File: config.mk
export PLATFORM = sky130hd
export DESIGN_NAME = pipe_hazard_ctrl
export DESIGN_NICKNAME = d
export VERILOG_FILES = /design/src/rtl/pipe_hazard_ctrl.sv
export SDC_FILE = /design/constraint.sdc
export NUM_CORES = 1
export LEC_CHECK = 0
export ABC_AREA = 1
export BUFFER_PORTS_ARGS = -buffer_cell sky130_fd_sc_hd__buf_2
export CAP_MARGIN = 30
export CORE_UTILIZATION = 51
export DETAILED_ROUTE_END_ITERATION = 16
export HOLD_SLACK_MARGIN = 0.12
export PLACE_DENSITY = 0.88
export SKIP_CTS_REPAIR_TIMING = 1
export SKIP_LAST_GASP = 1
export SLEW_MARGIN = 30
export SYNTH_ARGS = -nofsm -noshare
export SYNTH_HDL_FRONTEND = slang
export SYNTH_SLANG_ARGS = --single-unit
File: constraint.sdc
create_clock -name clk -period 1.7 [get_ports clk]
set_input_delay 0.34 -clock clk [delete_from_list [all_inputs] [get_ports clk]]
set_output_delay 0.34 -clock clk [all_outputs]
set_load 0.05 [all_outputs]
File: src/rtl/pipe_hazard_ctrl.sv
// Purpose: pipeline sequencing for a 5-stage core (load-use stall, multi-cycle EX hold, branch flush, stall counter).
// Latency: all controls are combinational from state and inputs, so stalls and flushes take effect in the same cycle.
// Backpressure: freezes PC and IF/ID (pc_write_en/if_id_write_en low) for 1 cycle on load-use and MC_CYCLES cycles on mul/div.
//
// Ports:
//   clk, reset (async, active-low)
//   id_rs1/id_rs2/id_uses_rs1/id_uses_rs2 : source operands of the ID instruction
//   ex_rd/ex_mem_read/ex_multicycle/ex_branch_taken : status of the EX instruction
//   pc_write_en, if_id_write_en, if_id_flush, id_ex_bubble, ex_hold, ex_mem_bubble : pipeline register controls
//   mc_busy, mc_done : multi-cycle op status
//   stall_cycles : saturating count of cycles with pc_write_en low
module pipe_hazard_ctrl #(
    parameter int MC_CYCLES = 4,
    parameter int CNT_W     = 16
) (
    input  logic             clk,
    input  logic             reset,
    input  logic [4:0]       id_rs1,
    input  logic [4:0]       id_rs2,
    input  logic             id_uses_rs1,
    input  logic             id_uses_rs2,
    input  logic [4:0]       ex_rd,
    input  logic             ex_mem_read,
    input  logic             ex_multicycle,
    input  logic             ex_branch_taken,
    output logic             pc_write_en,
    output logic             if_id_write_en,
    output logic             if_id_flush,
    output logic             id_ex_bubble,
    output logic             ex_hold,
    output logic             ex_mem_bubble,
    output logic             mc_busy,
    output logic             mc_done,
    output logic [CNT_W-1:0] stall_cycles
);

    typedef enum logic {
        ST_RUN     = 1'b0,
        ST_MC_BUSY = 1'b1
    } state_t;

    // The first EX cycle of a multi-cycle op is spent in RUN and the last
    // one is the counter==0 cycle, so the counter starts at MC_CYCLES-2.
    localparam logic [3:0]       MC_LOAD = 4'(MC_CYCLES - 2);
    localparam logic [CNT_W-1:0] CNT_MAX = '1;

    state_t     state;
    logic [3:0] mc_cnt;
    logic       load_use;

    assign load_use = ex_mem_read && (ex_rd != 5'd0) &&
                      ((id_uses_rs1 && (id_rs1 == ex_rd)) ||
                       (id_uses_rs2 && (id_rs2 == ex_rd)));

    always_ff @(posedge clk or negedge reset) begin
        if (!reset) begin
            state  <= ST_RUN;
            mc_cnt <= 4'd0;
        end else begin
            case (state)
                ST_RUN: begin
                    // A taken branch kills whatever sits in EX's shadow, so a
                    // coincident multi-cycle request is dropped.
                    if (!ex_branch_taken && ex_multicycle) begin
                        state  <= ST_MC_BUSY;
                        mc_cnt <= MC_LOAD;
                    end
                end
                ST_MC_BUSY: begin
                    if (mc_cnt == 4'd0) begin
                        state <= ST_RUN;
                    end else begin
                        mc_cnt <= mc_cnt - 4'd1;
                    end
                end
                default: state <= ST_RUN;
            endcase
        end
    end

    always_ff @(posedge clk or negedge reset) begin
        if (!reset) begin
            stall_cycles <= '0;
        end else if (!pc_write_en && (stall_cycles != CNT_MAX)) begin
            stall_cycles <= stall_cycles + CNT_W'(1);
        end
    end

    always_comb begin
        pc_write_en    = 1'b1;
        if_id_write_en = 1'b1;
        if_id_flush    = 1'b0;
        id_ex_bubble   = 1'b0;
        ex_hold        = 1'b0;
        ex_mem_bubble  = 1'b0;
        mc_busy        = 1'b0;
        mc_done        = 1'b0;
        if (!reset) begin
            // Pipeline held empty while in reset.
            pc_write_en    = 1'b0;
            if_id_write_en = 1'b0;
            if_id_flush    = 1'b1;
            id_ex_bubble   = 1'b1;
            ex_mem_bubble  = 1'b1;
        end else if (state == ST_MC_BUSY) begin
            mc_busy        = 1'b1;
            pc_write_en    = 1'b0;
            if_id_write_en = 1'b0;
            if (mc_cnt == 4'd0) begin
                // Result drops into EX/MEM; front end is released next cycle.
                mc_done = 1'b1;
            end else begin
                ex_hold       = 1'b1;
                ex_mem_bubble = 1'b1;
            end
        end else if (ex_branch_taken) begin
            if_id_flush  = 1'b1;
            id_ex_bubble = 1'b1;
        end else if (ex_multicycle) begin
            pc_write_en    = 1'b0;
            if_id_write_en = 1'b0;
            ex_hold        = 1'b1;
            ex_mem_bubble  = 1'b1;
        end else if (load_use) begin
            pc_write_en    = 1'b0;
            if_id_write_en = 1'b0;
            id_ex_bubble   = 1'b1;
        end
    end

endmodule

==> results of run 1 <==
## critical path: stages (launching register included)
cell     delay (ns)
dfrtp_1        0.38
inv_2          0.06
ha_4           0.15
nand4_1        0.19
nand2_2        0.12
nor2_2         0.15
buf_6          0.17
## area by class of cell
cell class	instances	area (um^2)	area share
multi-input cells	164	915	0.446
flip-flops and latches	21	534	0.261
repair buffers	53	382	0.186
inverters	33	155	0.0757
well taps	31	38.8	0.0189
clock buffers	4	26.3	0.0128
## path summary, 6_finish.rpt
check	to	slack, ns	startpoint
max	ex_hold	-0.16	mc_cnt[1]
min	mc_cnt[2]	0.43	ex_branch_taken
max reg2reg	stall_cycles[0]	0.05	stall_cycles[0]
min reg2reg	stall_cycles[8]	0.54	stall_cycles[8]
max in group asynchronous	stall_cycles[3]	0.22	reset
min in group asynchronous	mc_cnt[1]	0.85	reset
## layer usage
metal  global-route usage  vias up  share of wire
li1                     -      799              -
met1                0.304      716           0.43
met2                0.345       69           0.50
met3               0.0346       14          0.059
met4               0.0244        0          0.016
met5                    0        -              0
## registers in the layout (all words and copies together) (netlist names)
register / count
state: 1
stall_cycles: 16
mc_cnt: 4
## through the flow
step / instance area [um^2] / TNS, ns
after floorplan: 1580 / -0.262
after global placement: 1840 / 0
after detailed placement: 1840 / -0.0790
after CTS: 1860 / -1.00
after global routing: 2050 / -1.40
final: 2050 / -0.405
## cells in the mapped netlist
library cell and number:
o32ai_1 1, nand3_1 24, nand3_2 2, nor2_1 20, buf_2 2, xor2_1 7, a21oi_1 2, nand2_1 78
o21ai_0 4, inv_1 27, nand4_1 5, dfrtp_1 21, o21bai_1 1, a31oi_1 1, nor3_1 2, nand3_4 1
and2_4 1, ha_1 2, buf_6 1, o21ai_1 1, buf_4 2, nor3_2 1, inv_2 6, nor2_4 1
xnor2_1 6, nand2_4 2, nor4_1 1
## report_power, final
group          switching [mW]  leakage, nW  internal (mW)
sequential              0.160        0.262          0.649
clock                   0.152       0.0150         0.0914
combinational           0.924        0.806          0.513
## cells by family after synthesis
family	share of synthesized area
buffers and inverters	0.106
adder cells (fa/ha/maj)	0.0166
AND/OR/NAND/NOR	0.415
XOR/XNOR	0.0755
AO/OA/AOI/OAI	0.0382
flip-flops	0.349
==> flow_metrics.tcl, run 1 <==
set metrics [dict create \
    crit_required_ns 1.36 \
    finalPower_mw 2.49 \
    whs_ns 0.432 \
    final_net_count 300 \
    layout_commonest_cell "nand2_1" \
    track_usage 0.211 \
    leakagePower_nw 1.08 \
    clock_skew_ns 0.00348 \
    ff2ff_path_depth 8 \
    clkTransAtPathRegs_ns 0.12 \
    clkLatencyLatePin_ns 0.30 \
    drt-total-wl_um 3820 \
    period_minus_slack_ns 1.86 \
    setup_viol 3 \
    tightest_slew_ns 0.942 \
    synth_top_area_cell "dfrtp_1" \
    yosys-top-cells-area "dfrtp_1, nand2_1, nand3_1" \
    grt_max_degree 26 \
    core_um2 2780 \
    grt_overflow_total 0 \
    seq_area_frac_synth 0.349 \
    cap_violations 0 \
    hold_depth 3 \
    initial_core_util 0.542 \
    cp-end-kind "output port" \
    post-place-ws_ns -0.0235 \
    fin_ws_ns -0.158 \
    drcViolationCount 0 \
    grt_pass1_vias 1300 \
    final_util 0.737 \
    layout_common_cells "nand2_1, buf_2, nand3_1" \
    dp_hpwl_um 2410 \
    syn_area_um2 1510 \
    crit_type "reg -> out" \
    ir_worst_vdd_uv 991 \
    ys_seq_elements 21 \
    drive_gt1_frac 0.371 \
    fmax_mhz 538 \
    die_y_um 56.4 \
    avgSynthCellArea_um2 6.79 \
    numPortBuffers 45 \
    antenna_left 0 \
    status "finished with violations" \
    root_buffer "clkbuf_4" \
    worstSetupStartpointType "register" \
    yosys_warnings 0 \
    place_congestion 0.806 \
    h-tree-depth 1 \
    area_delta_synth_final_pct 36.0 \
    wl_per_cell_um 12.5 \
    max-clock-path-buffers 2 \
    drtIter0Drc 91 \
    cp_max_fo 4 \
    synth_top_area_share 0.349 \
    p_per_area_nw_per_um2 1210 \
    instances_no_fill 306 \
    die_w_um 56.4 \
    drtPass1Iterations 6 \
    violations "negative setup slack" \
    drv_slew 0 \
    synth_cells 222 \
    max-slew-margin-rel 0.370 \
    clock_sinks 21 \
    placed_cells 298 \
    crit_arrival_ns 1.52 \
    ios 46 \
    num_rows 19 \
    die_area_um2 3180 \
    synth_cell_type_count 27 \
    rsz0062_at_grt "true" \
    grt_antenna_before_repair 0 \
    nFillCells 215 \
    finalHoldViolations 0 \
    grt_pass1_wl_um 5490 \
    avgViaCountPerCell 5.22 \
    worst_hold_path_type "in -> reg" \
    diodes 0 \
    synth_nets 246 \
    cts_tree "yes" \
    fin_crit_sh 1.09 \
    num_vias 1598 \
    cts_made_buffers 3 \
]
Power figures use the tool's default switching activity.
==> run 2, diff against run 1 <==
--- a/config.mk
+++ b/config.mk
@@ -12,2 +12,3 @@
 export DETAILED_ROUTE_END_ITERATION = 16
+export GPL_TIMING_DRIVEN = 0
 export HOLD_SLACK_MARGIN = 0.12
--- a/constraint.sdc
+++ b/constraint.sdc
@@ -3,2 +3,2 @@
 set_output_delay 0.34 -clock clk [all_outputs]
-set_load 0.05 [all_outputs]
+set_load 0.1 [all_outputs]
==> flow_metrics.tcl, run 2 (synthesis gave the netlist of run 1 again) <==
set metrics [dict create \
    cp-end-kind "output port" \
    grt_max_degree 27 \
    ff2ff_path_depth 8 \
    rsz0062_at_grt "true" \
    avgViaCountPerCell 5.18 \
    critical_path.slowest_cell "dfrtp_1" \
    reg_top3 "stall_cycles x16, mc_cnt x4, state x1" \
    drv_slew 0 \
    crit_required_ns 1.36 \
    final_net_count 317 \
    max-clock-path-buffers 2 \
    status "finished with violations" \
    area_delta_synth_final_pct 48.6 \
    clock_skew_ns 0.0152 \
    setup_viol 6 \
    core_um2 2780 \
    leakagePower_nw 1.17 \
    ir_worst_vdd_uv 1910 \
    worstReg2RegStart "stall_cycles[1]" \
    min_to "mc_cnt[2]" \
    min-delay-start "ex_branch_taken" \
    crit_chain "inv_2 > ha_4 > nand4_1 > nand2_2 > nand2_4 > buf_12" \
    place_congestion 0.806 \
    drtIter0Drc 138 \
    top_register "stall_cycles" \
    fmax_mhz 507 \
    cts_made_buffers 3 \
    final_area_um2 2240 \
    clkTransAtPathRegs_ns 0.12 \
    drtPass1Iterations 4 \
    largest_reg_flops 16 \
    worst_hold_path_type "in -> reg" \
    finalHoldViolations 0 \
    cp_max_fo 4 \
    worstSetupStartpointType "register" \
    num_vias 1672 \
    dp_hpwl_um 2500 \
    root_buffer "clkbuf_4" \
    cts_tree "yes" \
    wl_per_cell_um 12.9 \
    finalPower_mw 3.15 \
    num_rows 19 \
    drcViolationCount 0 \
    antenna_left 0 \
    cap_violations 0 \
    drt-total-wl_um 4160 \
    r2r-end "stall_cycles[8]" \
    layout_common_cells "nand2_1, buf_2, nand3_1, buf_4, inv_1" \
    drive_gt1_frac 0.425 \
    initial_core_util 0.542 \
    fin_crit_sh 1.16 \
    grt_antenna_before_repair 0 \
    placed_area_um2 1910 \
    max-slew-margin-rel 0.358 \
    r2r_slack_ns 0.09 \
    die_y_um 56.4 \
    p_per_area_nw_per_um2 1400 \
    max_stage_delay_ns 0.41 \
    violations "negative setup slack" \
    clkLatencyLatePin_ns 0.32 \
    ios 46 \
    clock_sinks 21 \
    numPortBuffers 45 \
    h-tree-depth 1 \
    fin_ws_ns -0.272 \
    layout_commonest_cell "nand2_1" \
    diodes 0 \
    die_area_um2 3180 \
    crit_type "reg -> out" \
    track_usage 0.223 \
    period_minus_slack_ns 1.97 \
    crit_arrival_ns 1.63 \
    tightest_slew_ns 0.960 \
    grt_pass1_wl_um 5750 \
    cp_num_buf_inv 2 \
    post-place-ws_ns -0.897 \
    whs_ns 0.435 \
    grt_pass1_vias 1345 \
    hold_depth 3 \
    critical-path-top-delay-family "simple AND/OR/NAND/NOR gates" \
    die_w_um 56.4 \
    grt_overflow_total 0 \
]
[run 2: worst max-delay path by stage]
stage	from	end	slack (ns)	cells past startpoint
detailed placement	reset	pc_write_en	-0.90	8
floorplan	ex_rd[1]	pc_write_en	-0.45	11
CTS	reset	pc_write_en	-0.90	8
global placement	reset	pc_write_en	-0.86	8
finish	mc_cnt[1]	ex_mem_bubble	-0.27	6
global route	mc_cnt[1]	ex_mem_bubble	-0.35	6
[run 2: report_power, final]
part / internal [mW] / total [mW] / switching (mW)
sequential: 0.664 / 0.826 / 0.162
combinational: 0.655 / 2.06 / 1.40
clock: 0.0919 / 0.263 / 0.171
total: 1.41 / 3.15 / 1.73
[run 2: area by class of cell]
type | count | area [um^2]
buffer | 3 | 42.5
timing repair buffer | 68 | 504
tap | 31 | 38.8
multi-input combinational | 163 | 922
clock buffer | 4 | 26.3
sequential | 21 | 552
inverter | 33 | 155
fill | 167 | 541
[run 2: per-layer routing]
layer	GRT usage	part of all wire	up-vias
li1	-	-	838
met1	0.330	0.47	775
met2	0.347	0.47	50
met3	0.0300	0.044	9
met4	0.0523	0.019	0
met5	0	0	-
[run 2: stage by stage]
step	instances	utilization	TNS, ns
after floorplan	222	-	-1.56
final	323	0.806	-1.20
after global routing	323	0.806	-1.63
after global placement	298	0.686	-5.20
after CTS	302	0.695	-3.63
after detailed placement	298	0.686	-6.13
[run 2: worst min-delay path: stages]
cell and delay [ns]:
buf_2 0.15, o32ai_1 0.09, a21oi_1 0.12
